## src/rtl/cpu_pkg.sv

```systemverilog
// Shared CPU definitions: fetch FSM encoding, reset PC, opcodes, offset field.
package cpu_pkg;

  typedef enum logic [1:0] {
    BOOT  = 2'd0,
    FETCH = 2'd1,
    EXEC  = 2'd2
  } fetch_state_t;

  // PC held during and immediately after reset (-4)
  localparam logic [31:0] CPU_RESET_PC = 32'hFFFF_FFFC;

  localparam logic [7:0] OP_J   = 8'h06;
  localparam logic [7:0] OP_BEQ = 8'h07;

  // Bit range of the signed word offset inside an instruction
  localparam int OFFSET_HI = 23;
  localparam int OFFSET_LO = 16;

  function automatic logic [7:0] offset_field(input logic [31:0] instr);
    return instr[OFFSET_HI:OFFSET_LO];
  endfunction

endpackage

```

## src/rtl/instr_fetch_unit_next_pc_calc.sv

```systemverilog
// next_pc_calc: combinational next-PC selection (sequential, jump, taken branch).
// Shared with the pipelined fetch variant.
module next_pc_calc (
  input  logic [31:0] pc,
  input  logic [7:0]  offset,
  input  logic        jump,
  input  logic        branch,
  input  logic        zero,
  output logic [31:0] next_pc
);

  logic signed [31:0] offset_ext;
  logic               take;

  // Sign-extend the word offset to a byte offset; jump wins over branch
  // because either one alone selects the same target.
  always_comb begin
    offset_ext = {{22{offset[7]}}, offset, 2'b00};
    take       = jump | (branch & zero);
    next_pc    = pc + 32'd4 + (take ? $unsigned(offset_ext) : 32'd0);
  end

endmodule

```

## src/rtl/instr_fetch_unit.sv

```systemverilog
// instr_fetch_unit: owns the PC, fetches from instruction memory, holds the
// instruction for control_unit, and advances the PC after execution.
// Optional build macro: INSTR_FETCH_RETIRE_COUNT_EN adds a RETIRED counter output.
module instr_fetch_unit
  import cpu_pkg::*;
#(
  parameter int          IMEM_ADDR_W = 8,
  parameter logic [31:0] RESET_PC    = CPU_RESET_PC
) (
  input  logic                   CLK,
  input  logic                   RESET,
  input  logic [31:0]            IMEM_READDATA,
  input  logic                   IMEM_BUSYWAIT,
  input  logic                   DMEM_BUSYWAIT,
  input  logic                   JUMP,
  input  logic                   BRANCH,
  input  logic                   ZERO,
  output logic                   IMEM_READ,
  output logic [IMEM_ADDR_W-1:0] IMEM_ADDRESS,
  output logic [31:0]            PC,
  output logic [31:0]            INSTRUCTION,
  output logic                   INSTR_VALID
`ifdef INSTR_FETCH_RETIRE_COUNT_EN
  ,
  output logic [31:0]            RETIRED
`endif
);

  fetch_state_t state, state_nxt;
  logic         fetch_done;
  logic         exec_exit;
  logic [31:0]  next_pc;

  assign fetch_done   = (state == FETCH) && !IMEM_BUSYWAIT;
  assign exec_exit    = (state == EXEC) && !DMEM_BUSYWAIT;
  assign IMEM_ADDRESS = PC[IMEM_ADDR_W+1:2];

  next_pc_calc u_next_pc (
    .pc      (PC),
    .offset  (offset_field(INSTRUCTION)),
    .jump    (JUMP),
    .branch  (BRANCH),
    .zero    (ZERO),
    .next_pc (next_pc)
  );

  // FSM state register; reset abandons any in-flight fetch
  always_ff @(posedge CLK or negedge RESET) begin
    if (!RESET) state <= BOOT;
    else        state <= state_nxt;
  end

  // FSM next state and memory read request
  always_comb begin
    state_nxt = state;
    IMEM_READ = 1'b0;
    case (state)
      BOOT:  state_nxt = FETCH;
      FETCH: begin
        IMEM_READ = 1'b1;
        if (!IMEM_BUSYWAIT) state_nxt = EXEC;
      end
      EXEC:  if (!DMEM_BUSYWAIT) state_nxt = FETCH;
      default: state_nxt = BOOT;
    endcase
  end

  // Program counter: leaves the reset value on the first edge, then advances on EXEC exit
  always_ff @(posedge CLK or negedge RESET) begin
    if (!RESET)             PC <= RESET_PC;
    else if (state == BOOT) PC <= 32'h0;
    else if (exec_exit)     PC <= next_pc;
  end

  // Instruction register captures memory data only when a fetch completes
  always_ff @(posedge CLK or negedge RESET) begin
    if (!RESET)          INSTRUCTION <= 32'h0;
    else if (fetch_done) INSTRUCTION <= IMEM_READDATA;
  end

  // Valid flag; never asserted for an instruction sitting at the reset PC,
  // where control_unit must not commit anything
  always_ff @(posedge CLK or negedge RESET) begin
    if (!RESET)          INSTR_VALID <= 1'b0;
    else if (fetch_done) INSTR_VALID <= (PC != RESET_PC);
    else if (exec_exit)  INSTR_VALID <= 1'b0;
  end

`ifdef INSTR_FETCH_RETIRE_COUNT_EN
  // Retired-instruction counter, one per EXEC exit, wraps silently
  always_ff @(posedge CLK or negedge RESET) begin
    if (!RESET)         RETIRED <= 32'h0;
    else if (exec_exit) RETIRED <= RETIRED + 32'd1;
  end
`else
  // No retire counter in this build
`endif

endmodule

```

## config.mk

```make
export PLATFORM = sky130hd
export DESIGN_NAME = instr_fetch_unit
export DESIGN_NICKNAME = d
export VERILOG_FILES = /design/src/rtl/cpu_pkg.sv /design/src/rtl/instr_fetch_unit_next_pc_calc.sv /design/src/rtl/instr_fetch_unit.sv
export SDC_FILE = /design/constraint.sdc
export NUM_CORES = 1
export LEC_CHECK = 0
export ABC_AREA = 1
export CORE_MARGIN = 3
export CORE_UTILIZATION = 45
export DETAILED_ROUTE_END_ITERATION = 16
export PLACE_DENSITY = 0.71
export REMOVE_ABC_BUFFERS = 1
export SYNTH_ARGS = -nofsm -noshare
export SYNTH_HDL_FRONTEND = slang
export SYNTH_HIERARCHICAL = 1
export SYNTH_SLANG_ARGS = --single-unit
```

## constraint.sdc

```tcl
create_clock -name CLK -period 3.8 [get_ports CLK]
set_input_delay 0.57 -clock CLK [delete_from_list [all_inputs] [get_ports CLK]]
set_output_delay 0.57 -clock CLK [all_outputs]
set_load 0.02 [all_outputs]
```

; Yosys cells after proc, flatten, opt, wreduce, memory -nomap -nowiden
; Cells that the tools add are included.
[word_totals]
ff_bits = 67
out_inout_bits = 74
in_bits = 39
[op_classes]
n_addsub = 2
n_bitwise = 2
eq_ne = 5
reduce_logical = 8
mux = 9
[ops]
columns = cell, n
row1 = $mux 32, 3
row2 = $add 32x3->32 const B, 1
row3 = $add 32x32->32, 1
row4 = $ne 32x32->1 const B, 1
row5 = $pmux 2 s3, 1
row6 = $mux 2, 2
row7 = $ne 2x2->1 const B, 2
row8 = $reduce_bool 2->1, 2
row9 = $mux 1, 3
row10 = $eq 2x1->1 const B, 1
row11 = $eq 2x2->1 const B, 1
row12 = $logic_and 1x1->1, 2
row13 = $logic_not 1->1, 2
row14 = $logic_not 2->1, 1
row15 = $reduce_and 2->1, 1
row16 = $and 1x1->1, 1
row17 = $or 1x1->1, 1

; Logic depth before layout (Yosys ltp)
[depth]
depth_word = 6
mapped_depth = 19
ltp_nobuf = 18

; By module
; The synthesis kept the hierarchy.
[by_module_without_submodules]
columns = mod, cells_each, seq_area_each_um2, area_each_um2, instances
row1 = instr_fetch_unit, 324, 1714.1, 2817.7, 1
row2 = next_pc_calc, 558, 0.0, 2722.6, 1

; Least setup slack after synthesis
; No wires, ideal clock.
[synth_path]
path_kind = in2reg
startpoint = in BRANCH
endpoint = reg PC[17]
setup_ps = 79
setup_slack_ps = 1189
path_buffers = 0
t_arrival_ps = 2533
cell_stages = 14
path_cell_list = a21oi_4 -> nor2_1 -> ha_1 -> ha_1 -> fa_1 -> nand3_1 -> nand3_2 -> nand2_1 -> nand2_1 -> nand3_1 -> nand2_1 -> xor2_1 -> inv_1 -> o21ai_0
[synth_via]
elab_chain_len = 6
[synth_lines]
columns = item, line
row1 = from (decl), instr_fetch_unit.sv:16  ; input logic BRANCH,
row2 = $and 1x1->1, instr_fetch_unit_next_pc_calc.sv:19  ; take = jump | (branch & zero);
row3 = $or 1x1->1, instr_fetch_unit_next_pc_calc.sv:19
row4 = $mux 32, instr_fetch_unit_next_pc_calc.sv:20  ; next_pc = pc + 32'd4 + (take ? $unsigned(offset_ext) : 32'd0);
row5 = $add 32x32->32, instr_fetch_unit_next_pc_calc.sv:20
row6 = named net next_pc[17], instr_fetch_unit.sv:32  ; logic [31:0] next_pc;
row7 = $mux 32, instr_fetch_unit.sv:72  ; else if (exec_exit) PC <= next_pc;
row8 = $mux 32, instr_fetch_unit.sv:71  ; else if (state == BOOT) PC <= 32'h0;
row9 = to (signal assigned), instr_fetch_unit.sv:72
row10 = to (decl), instr_fetch_unit.sv:20  ; output logic [31:0] PC,
; The timed path passes the listed nets, and every way through them passes these cells. The select of a mux whose other input is x is not followed.
; A chain may end at the register's enable or synchronous reset.

; Worst setup path in the final report
[layout_path]
startpoint = in BRANCH
endpoint = reg PC[25]
; The elaborated chain is that of the path after synthesis.

==> impl_metrics.toml <==
[timing]
fin_crit_sh = 0.792
relSlewSlack = 0.461
hold_violations = 0
setup-tns-final_ns = 0
max_slew.worst_pin.slew_ns = 0.808
fmax_mhz = 332
setup_viol = 0
finalMaxSlewViolations = 0
period_minus_slack_ns = 3.01
rsz0062_at_grt = "no"
fin_worst_skew_ns = 0.00521

[worst_setup_path]
r2r_cells = 17
arrival_ns = 3.28
r2r_start = "INSTRUCTION[23]"
crit_type = "input port to register"
cp_slowest_stage_delay_ns = 0.46
end_kind = "register"
required_ns = 4.07
cp_max_fo = 8
crit_slowest_cell = "clkdlybuf4s50_1"
ff2ff_setup_slack_ns = 1.20
worstSetupStartpointType = "input port"
path_cells = "clkdlybuf4s50_1 > a21oi_4 > nor2_1 > ha_1 > ha_1 > fa_1 > nand3_1 > nand3_2 > nand2_1 > nand2_1 > nand2_1 > nand4_1 > nand2_1 > inv_1 > o21ai_0"
reg2reg_to = "PC[26]"
crit_path_frequent_cell = "nand2_1"

[route]
wl_mm = 14.4
wire_per_inst_um = 12.7
vias = 5334
first_pass_iters = 5
ant_nets = 0
drc = 0
routed_via_density = 4.71
drtIter0Drc = 249

[clock_tree]
post_cts_buffers = 0
root_buffer = "clkbuf_16"
h-tree-depth = 3
cts_made_buffers = 9
tritoncts = "done"
ctsHoldBuffers = 0
clockBufferDepth = 2
post_cts_resized = 0
clk_pin_slew_ns = 0.06
clock_latency_ns = 0.34
cts_num_sinks = 67

[yosys]
syn_area_per_cell_um2 = 6.28
async_reset_ff_frac = 1.00
yosys_warnings = 6
synth_flop_cell = "dfrtp_1"
synth_edf_count = 0
synth_area_um2 = 5540
yosysSeqAreaShare = 0.309
ys_ff_latch = 67
syn_inst = 882
yosys.cell_types.count = 33

[cells_and_area]
n_antenna_cell = 0
layout-drive-gt1-share = 0.0859
areaGrowthSynthToFinish_pct = 25.9
final_nets = 1059

[pwr]
leakage_nw = 3.67
irDropWorstVdd_v = 0.000448
p_total_mw = 4.48
powerDensity_nw_per_um2 = 642

[die]
die_area_um2 = 13700
die_height_um = 117
start_util = 0.473
io-pin-count = 113
die_w_um = 117
floorplan.rows = 39
coreArea_um2 = 11700

[grt]
overflow = 0
grt_pass1_vias = 5195
grt_max_degree = 36
grt_use_total = 0.226
antenna_found_initial = 0
grt_pass1_wl_mm = 24.4

[status]
outcome = "finished clean"

[placed_design]
place_hpwl_mm = 10.9
numPortBuffers = 112
routabilityCongestion = 0.953

[flow_run]
maxCapViolCount = 0

[min_path]
hp-class = "input port to async pin"
==> logic make-up (layout without fill, tap and decap cells) <==
group,Yosys count,in the layout,share of synthesized area
compound gates,54,54,0.0522
xor+xnor,16,16,0.0253
fa+ha+maj,36,36,0.0827
buf+inv,189,296,0.145
flops,67,67,0.309
simple gates,520,520,0.386
==> per-layer routing <==
| layer | up-vias | wire, um | GRT usage |
|---|---|---|---|
| li1 | 2832 | - | - |
| met1 | 2338 | 6850 | 0.295 |
| met2 | 144 | 6270 | 0.359 |
| met3 | 20 | 1010 | 0.0725 |
| met4 | 0 | 293 | 0.0711 |
| met5 | - | 0 | 0 |
==> area by class of cell <==
cell class | instances | area, um2
clock inverter | 4 | 25.0
fill | 1158 | 4730
tap | 143 | 179
multi-input combinational | 626 | 3020
clock buffer | 12 | 256
inverter | 163 | 614
sequential | 67 | 1710
timing repair buffer | 117 | 1170
==> stage by stage <==
| stage | area, um2 | hold WS (ns) | setup WS (ns) | std cells | utilization |
|---|---|---|---|---|---|
| 2_1_floorplan | 5350 | 0.274 | 1.12 | 856 | - |
| 3_5_place_dp | 6700 | 0.464 | 0.419 | 1116 | 0.572 |
| 5_1_grt | 6980 | 0.380 | 0.508 | 1132 | 0.596 |
| 6_report | 6980 | 0.326 | 0.789 | 1132 | 0.596 |
| 3_3_place_gp | 6700 | 0.463 | 0.450 | 1116 | 0.572 |
| 4_1_cts | 6980 | 0.345 | 0.772 | 1132 | 0.596 |
==> worst max-delay path by stage <==
stage           start      to  cells past startpoint
6_report       BRANCH  PC[25]                     15
5_1_grt        BRANCH  PC[26]                     16
4_1_cts        BRANCH  PC[25]                     15
3_5_place_dp   BRANCH  PC[25]                     15
3_3_place_gp   BRANCH  PC[25]                     15
2_1_floorplan  BRANCH  PC[30]                     15
==> layout by cell type (no fill, tap or decap) <==
cell type and n:
nand2_1 346, inv_1 159, clkdlybuf4s50_1 111, nor2_1 109
dfrtp_1 37, ha_1 35, o21ai_0 31, dfstp_2 30
nand3_1 30, a21oi_1 18, xor2_1 14, nand2_2 11
clkbuf_16 9, nor2_2 7, buf_4 4, nor2_4 4
nand3_2 4, nand4_1 4, inv_2 3, o22ai_1 2
clkbuf_8 2, clkinv_2 2, clkinvlp_4 2, xnor2_1 2
nand3b_1 1, inv_4 1, clkbuf_1 1, buf_2 1
a21oi_4 1, a21o_1 1, o21bai_1 1, nand3b_2 1
nand3b_4 1, nor3_2 1, and2_1 1, fa_1 1
buf_12 1
==> power by group <==
part	total (mW)	internal, mW	switching (mW)
clock network	0.795	0.475	0.321
logic	2.43	1.00	1.42
registers	1.26	1.03	0.229
total	4.48	2.51	1.97
==> state kept, by name (all words and copies together) (netlist names) <==
signal       flops
INSTRUCTION     32
PC              32
state            2
INSTR_VALID      1
==> Yosys cell counts (2+ instances only) <==
master | instances | area share
clkbuf_1 | 2 | 0.0014
a21oi_1 | 18 | 0.016
buf_4 | 10 | 0.014
nand2_2 | 11 | 0.012
nor2_2 | 7 | 0.0079
dfrtp_1 | 37 | 0.17
xnor2_1 | 2 | 0.0032
inv_1 | 159 | 0.11
nor2_1 | 109 | 0.074
nand4_1 | 4 | 0.0045
dfstp_2 | 30 | 0.14
o22ai_1 | 2 | 0.0023
ha_1 | 35 | 0.079
buf_2 | 7 | 0.0063
xor2_1 | 14 | 0.022
o21ai_0 | 31 | 0.028
inv_2 | 3 | 0.0020
nor2_4 | 4 | 0.0081
nand3_1 | 30 | 0.027
nand2_1 | 346 | 0.23
nand3_2 | 4 | 0.0072
buf_6 | 6 | 0.012
==> critical path: cells and delay by family <==
family	cells	cell delay, ns
and+or+nand+nor	8	0.80
buffers and inverters	2	0.50
adders and majority gates	3	0.95
AOI/OAI and AO/OA	2	0.45
No activity file was read; power rests on OpenSTA's default activity.
